File: config.mk
export PLATFORM = sky130hd
export DESIGN_NAME = alu_arbiter
export DESIGN_NICKNAME = d
export VERILOG_FILES = /design/src/rtl/alu_arbiter.sv
export SDC_FILE = /design/constraint.sdc
export NUM_CORES = 1
export LEC_CHECK = 0
export BUFFER_PORTS_ARGS = -buffer_cell sky130_fd_sc_hd__buf_4
export CAP_MARGIN = 5
export CORE_ASPECT_RATIO = 0.9
export CORE_UTILIZATION = 43
export CTS_CLUSTER_SIZE = 28
export DETAILED_ROUTE_END_ITERATION = 8
export PLACE_DENSITY = 0.87
export REMOVE_ABC_BUFFERS = 1
export SYNTH_ARGS = -nofsm -noshare
export SYNTH_HDL_FRONTEND = slang
export SYNTH_SLANG_ARGS = --single-unit
File: constraint.sdc
create_clock -name clk -period 2.4 [get_ports clk]
set_input_delay 0.12 -clock clk [delete_from_list [all_inputs] [get_ports clk]]
set_output_delay 0.12 -clock clk [all_outputs]
set_load 0.005 [all_outputs]
File: src/rtl/alu_arbiter.sv
// Round-robin front end for a single shared registered ALU: grants one requester at a time,
// sequences operand load / enable / result capture and returns the result tagged with its id.
module alu_arbiter #(
  parameter int unsigned NUM_REQ = 4,
  parameter int unsigned DATA_W  = 18,
  parameter int unsigned ID_W    = 2
) (
  input  logic                        clk,
  input  logic                        reset,
  input  logic [NUM_REQ-1:0]          req_valid,
  output logic [NUM_REQ-1:0]          req_ready,
  input  logic [NUM_REQ*DATA_W-1:0]   req_op1,
  input  logic [NUM_REQ*DATA_W-1:0]   req_op2,
  input  logic [NUM_REQ*2-1:0]        req_sel,
  output logic [DATA_W-1:0]           alu_operand1,
  output logic [DATA_W-1:0]           alu_operand2,
  output logic [1:0]                  alu_select,
  output logic                        alu_enable,
  input  logic [DATA_W-1:0]           alu_result,
  output logic                        rsp_valid,
  input  logic                        rsp_ready,
  output logic [DATA_W-1:0]           rsp_data,
  output logic [ID_W-1:0]             rsp_id,
  output logic                        busy
);

  localparam int unsigned SEL_W = 2;

  typedef enum logic [1:0] {
    ST_IDLE = 2'd0,
    ST_EXEC = 2'd1,
    ST_CAPT = 2'd2,
    ST_RESP = 2'd3
  } state_e;

  state_e              state_q, state_d;
  logic [DATA_W-1:0]   op1_q, op1_d;
  logic [DATA_W-1:0]   op2_q, op2_d;
  logic [SEL_W-1:0]    sel_q, sel_d;
  logic [DATA_W-1:0]   rsp_data_q, rsp_data_d;
  logic [ID_W-1:0]     rsp_id_q, rsp_id_d;
  logic                rsp_valid_q, rsp_valid_d;
  logic [ID_W-1:0]     last_q, last_d;

  logic [ID_W-1:0]     win_id_c;
  logic                any_valid_c;
  logic                grant_c;
  logic [DATA_W-1:0]   win_op1_c;
  logic [DATA_W-1:0]   win_op2_c;
  logic [SEL_W-1:0]    win_sel_c;

  // First valid requester searching upward from the one after the last grant.
  function automatic logic [ID_W-1:0] rr_pick(input logic [NUM_REQ-1:0] v,
                                              input logic [ID_W-1:0]    last);
    logic [ID_W-1:0] pick;
    logic            hit;
    int unsigned     idx;
    pick = '0;
    hit  = 1'b0;
    for (int unsigned k = 1; k <= NUM_REQ; k++) begin
      idx = (32'(last) + k) % NUM_REQ;
      if (!hit && v[ID_W'(idx)]) begin
        pick = ID_W'(idx);
        hit  = 1'b1;
      end
    end
    return pick;
  endfunction

  assign any_valid_c = |req_valid;
  assign win_id_c    = rr_pick(req_valid, last_q);
  // Gated by reset so no accept strobe is seen while the block is held in reset.
  assign grant_c     = (state_q == ST_IDLE) && any_valid_c && reset;

  always_comb begin
    req_ready = '0;
    if (grant_c) begin
      req_ready = NUM_REQ'(1) << win_id_c;
    end
  end

  // Operand mux for the current winner.
  always_comb begin
    win_op1_c = '0;
    win_op2_c = '0;
    win_sel_c = '0;
    for (int unsigned i = 0; i < NUM_REQ; i++) begin
      if (win_id_c == ID_W'(i)) begin
        win_op1_c = req_op1[i*DATA_W +: DATA_W];
        win_op2_c = req_op2[i*DATA_W +: DATA_W];
        win_sel_c = req_sel[i*SEL_W +: SEL_W];
      end
    end
  end

  always_comb begin
    state_d     = state_q;
    op1_d       = op1_q;
    op2_d       = op2_q;
    sel_d       = sel_q;
    rsp_data_d  = rsp_data_q;
    rsp_id_d    = rsp_id_q;
    rsp_valid_d = rsp_valid_q;
    last_d      = last_q;
    unique case (state_q)
      ST_IDLE: begin
        if (grant_c) begin
          op1_d    = win_op1_c;
          op2_d    = win_op2_c;
          sel_d    = win_sel_c;
          rsp_id_d = win_id_c;
          last_d   = win_id_c;
          state_d  = ST_EXEC;
        end
      end
      ST_EXEC: begin
        state_d = ST_CAPT;
      end
      ST_CAPT: begin
        rsp_data_d  = alu_result;
        rsp_valid_d = 1'b1;
        state_d     = ST_RESP;
      end
      ST_RESP: begin
        if (rsp_ready) begin
          rsp_valid_d = 1'b0;
          state_d     = ST_IDLE;
        end
      end
      default: begin
        state_d = ST_IDLE;
      end
    endcase
  end

  // Pointer resets to the top index so requester 0 wins the first search.
  always_ff @(posedge clk or negedge reset) begin
    if (!reset) begin
      state_q     <= ST_IDLE;
      op1_q       <= '0;
      op2_q       <= '0;
      sel_q       <= '0;
      rsp_data_q  <= '0;
      rsp_id_q    <= '0;
      rsp_valid_q <= 1'b0;
      last_q      <= ID_W'(NUM_REQ - 1);
    end else begin
      state_q     <= state_d;
      op1_q       <= op1_d;
      op2_q       <= op2_d;
      sel_q       <= sel_d;
      rsp_data_q  <= rsp_data_d;
      rsp_id_q    <= rsp_id_d;
      rsp_valid_q <= rsp_valid_d;
      last_q      <= last_d;
    end
  end

  assign alu_operand1 = op1_q;
  assign alu_operand2 = op2_q;
  assign alu_select   = sel_q;
  assign alu_enable   = (state_q == ST_EXEC);
  assign rsp_valid    = rsp_valid_q;
  assign rsp_data     = rsp_data_q;
  assign rsp_id       = rsp_id_q;
  assign busy         = (state_q != ST_IDLE);

endmodule

==> impl_results.md <==
* Sum Neg Setup Slack at 0 ns
* #FFs+latches synth at 63
* Peak Freq at between 400 and 500 MHz
* Outcome: complete, no violations
* Worst hold-check path type: input pin to asynchronous set/reset pin
* Post-place instance area at about 0.0056 sq mm
* CTS sink cnt at 63
* Max-slew headroom at a little under half
* Final Hold Viols at 0
* Core ar. at 0.008608 sq mm
* GP Congestion at 0.8062
* Die H at between 90 and 100 um
* Root Buffer: clkbuf_8
* # diodes at 0
* Post-CTS Setup Bufs at 0
* Dpl hpwl at 8943 um
* Worst Path Max Fanout at 33
* Largest net degree at the start of global routing at 64
* Buf+Inv Stages, Crit Path at 2
* Global Route Usage Sum at about a quarter
* Max incr delay on CP at approximately 0.6 ns
* Fin nets at between 700 and 800
* Drt total wl at 11600 um
* Max-slew violations at 0
* Top Family by Delay on Critical Path: flip-flops
* EDFF count, synth at 0
* First-pass GRT wire length at ~18000 um
* Setup WS post-layout at between 0.2 and 0.3 ns
* H-tree depth at 3
* Worst Setup End Kind: output pin
* Die area at 0.009262 sq mm
* Mapped Cells at ~300
* CTS Buffer Depth at 2
* Clock Skew at about 0.0076 ns
* Layout area overhead at 53.70%
* Routed via count at 3457
* Post-route DRC violation count at 0
* Least-Margin Pin Slew at ~0.82 ns
* WL/cell at 17.40 um
* Critical path start-end classification: flip-flop to output pin
* Data arrival, critical path at 2.03 ns
* Pleak at ~0.0030 uW
* RSZ-0062 raised after global routing: false
* Initial antenna violation count at 0
* Startpoint types: flip-flop
* Max-cap violation count at 0
* Initial Utilization at 44.36%
* Setup Viol. Count Final at 0
* Pre-antenna DRT Iters at 4
* Die X at slightly above 100 um
* Ys async rst share at between 90% and 100%
* CP max-delay cell: dfstp_2
* Vias in the first global route at 3788
* Worst IR Drop VDD at 454.6 uV
* I/O Pins at between 200 and 250
* Number of buffers added on ports at 241
* Tmin final at around 2.1 ns
* Layout cells sized above 1 at between 50 and 60%
* Via/cell ratio at 5.183
* Final period util at 89.56%
* CTS tree: built
* DRT iter0 DRCs at 57
* Place WS at 0.3859 ns
* CTS Buf Count at 9
* Row count at 32
* Clk_lat worst skew at about 0.33 ns
* Cell Area, Synth at 0.003819 sq mm
* Post-synth top flop: dfrtp_1
* Mapped Avg Cell Area at 12.69 sq um
* Synth warn at 0
* Clock Pin Slew Worst Setup and Hold Paths at roughly 0.070 ns
* Final ANT Viol Nets at 0
* Total grt overflow at 0
* Yosys cell types at 29
* Power Density at roughly 1000 mW/mm^2
* Post-route cell area at approximately 0.0059 sq mm
* WHS at 0.01028 ns
* Req. time, crit path at 2.28 ns
* Sequential area share after synthesis at around 41%
* Cell Chain, Critical Path: nand2b_1 > a21oi_1 > o221ai_4 > buf_12 > and3_1 > buf_4
[synthesized netlist by cell type (all sizes together), types with 2 or more instances]
master	number	share of area (%)
mux2i	77	20
dfrtp	61	40
nand2	44	4.5
o221ai	39	15
mux2	19	5.6
buf	18	6.4
inv	6	0.59
nor2	6	0.59
clkbuf	5	0.49
ha	5	1.6
a21oi	4	0.52
nand2b	3	0.49
and3	2	0.33
dfstp	2	1.4
o22ai	2	0.49
[through the flow]
stage          cells  power, uW  util (%)
3_3_place_gp     648       4934     65.63
2_1_floorplan    278       3717         -
6_report         667       5976     68.18
4_1_cts          667       6030     68.18
5_1_grt          667       6365     68.18
3_5_place_dp     648       5079     65.63
[placed cells by master (no fill, tap or decap), types with 2 or more instances in the layout]
master	Yosys	layout
clkinv_2	0	3
dlygate4sd3_1	0	3
nand2b_1	3	3
inv_1	6	6
buf_12	9	3
mux2i_1	77	77
dfrtp_1	61	61
clkbuf_8	0	10
a21oi_1	4	4
nand2_2	2	2
nor2_1	6	6
nand2_1	42	42
ha_1	5	5
dfstp_2	2	2
and3_1	2	2
mux2_2	19	19
o221ai_2	38	37
buf_4	2	248
clkbuf_1	5	2
[state kept, by name, summed over array words and instances (netlist names)]
name	cells
rsp_data	18
rsp_valid	1
alu_operand1	18
alu_operand2	18
alu_select	2
rsp_id	2
last_q	2
state_q	2
[path summary, 6_finish.rpt]
kind                                        startpoint                      endpoint  slack [ns]  depth (start not counted)
setup reg to reg                 last_q[1]$_DFFE_PN1P_  alu_operand2[14]$_DFFE_PN0P_        0.36                          6
min in group clk                         alu_result[2]       rsp_data[2]$_DFFE_PN0P_        0.02                          2
hold / removal                                   reset   alu_operand2[6]$_DFFE_PN0P_        0.01                          2
max in group asynchronous                        reset  alu_operand2[15]$_DFFE_PN0P_        1.85                          2
hold reg to reg            alu_operand1[0]$_DFFE_PN0P_   alu_operand1[0]$_DFFE_PN0P_        0.49                          2
setup / recovery                 last_q[1]$_DFFE_PN1P_                  req_ready[3]        0.25                          6
[area by class of cell]
| cell class | instances | area [sq um] |
|---|---|---|
| flip-flops and latches | 63 | 1579 |
| well taps | 119 | 148.9 |
| fillers | 665 | 2739 |
| inverters | 6 | 22.52 |
| multi-input cells | 209 | 1977 |
| repair buffers | 254 | 1952 |
| clock buffers | 12 | 145.1 |
| clock inverters | 4 | 45.04 |
[logic make-up (layout without fill, tap and decap cells)]
family,Yosys count,in the layout,synth area share (%)
DFF,63,63,41.35
and+or+nand+nor,58,58,6.324
AOI/OAI and AO/OA,50,50,17.46
muxes,96,96,25.79
buffers and inverters,29,276,7.437
adders and majority gates,5,5,1.638
[report_power, final]
group | total, uW | internal (uW) | switching [uW]
Sequential | 1920 | 1590 | 329
Combinational | 3140 | 1760 | 1380
Clock | 919 | 504 | 415
Total | 5980 | 3850 | 2120
[metal layers]
layer / GRT usage, % / vias up / wire [um]
met5: 0 / - / 0
met4: 9.541 / 0 / 313
met3: 7.544 / 30 / 846
met2: 46.37 / 164 / 6155
met1: 28.01 / 1655 / 4289
li1: - / 1608 / -
[worst register-to-register path, stage by stage, from the launching register on]
cell	delay, ns
dfstp_2	0.60
nand2b_1	0.13
a21oi_1	0.10
o221ai_4	0.26
buf_12	0.35
mux2i_1	0.35
o221ai_2	0.14
[repair_timing]
| item | in CTS | in global routing |
|---|---|---|
| endpoints found under the hold margin | 3 | 0 |
| gates resized for setup | 0 | 0 |
| endpoints found under the setup margin | 0 | 0 |
| hold buffers | 3 | 0 |
No activity file was read; power rests on OpenSTA's default activity.
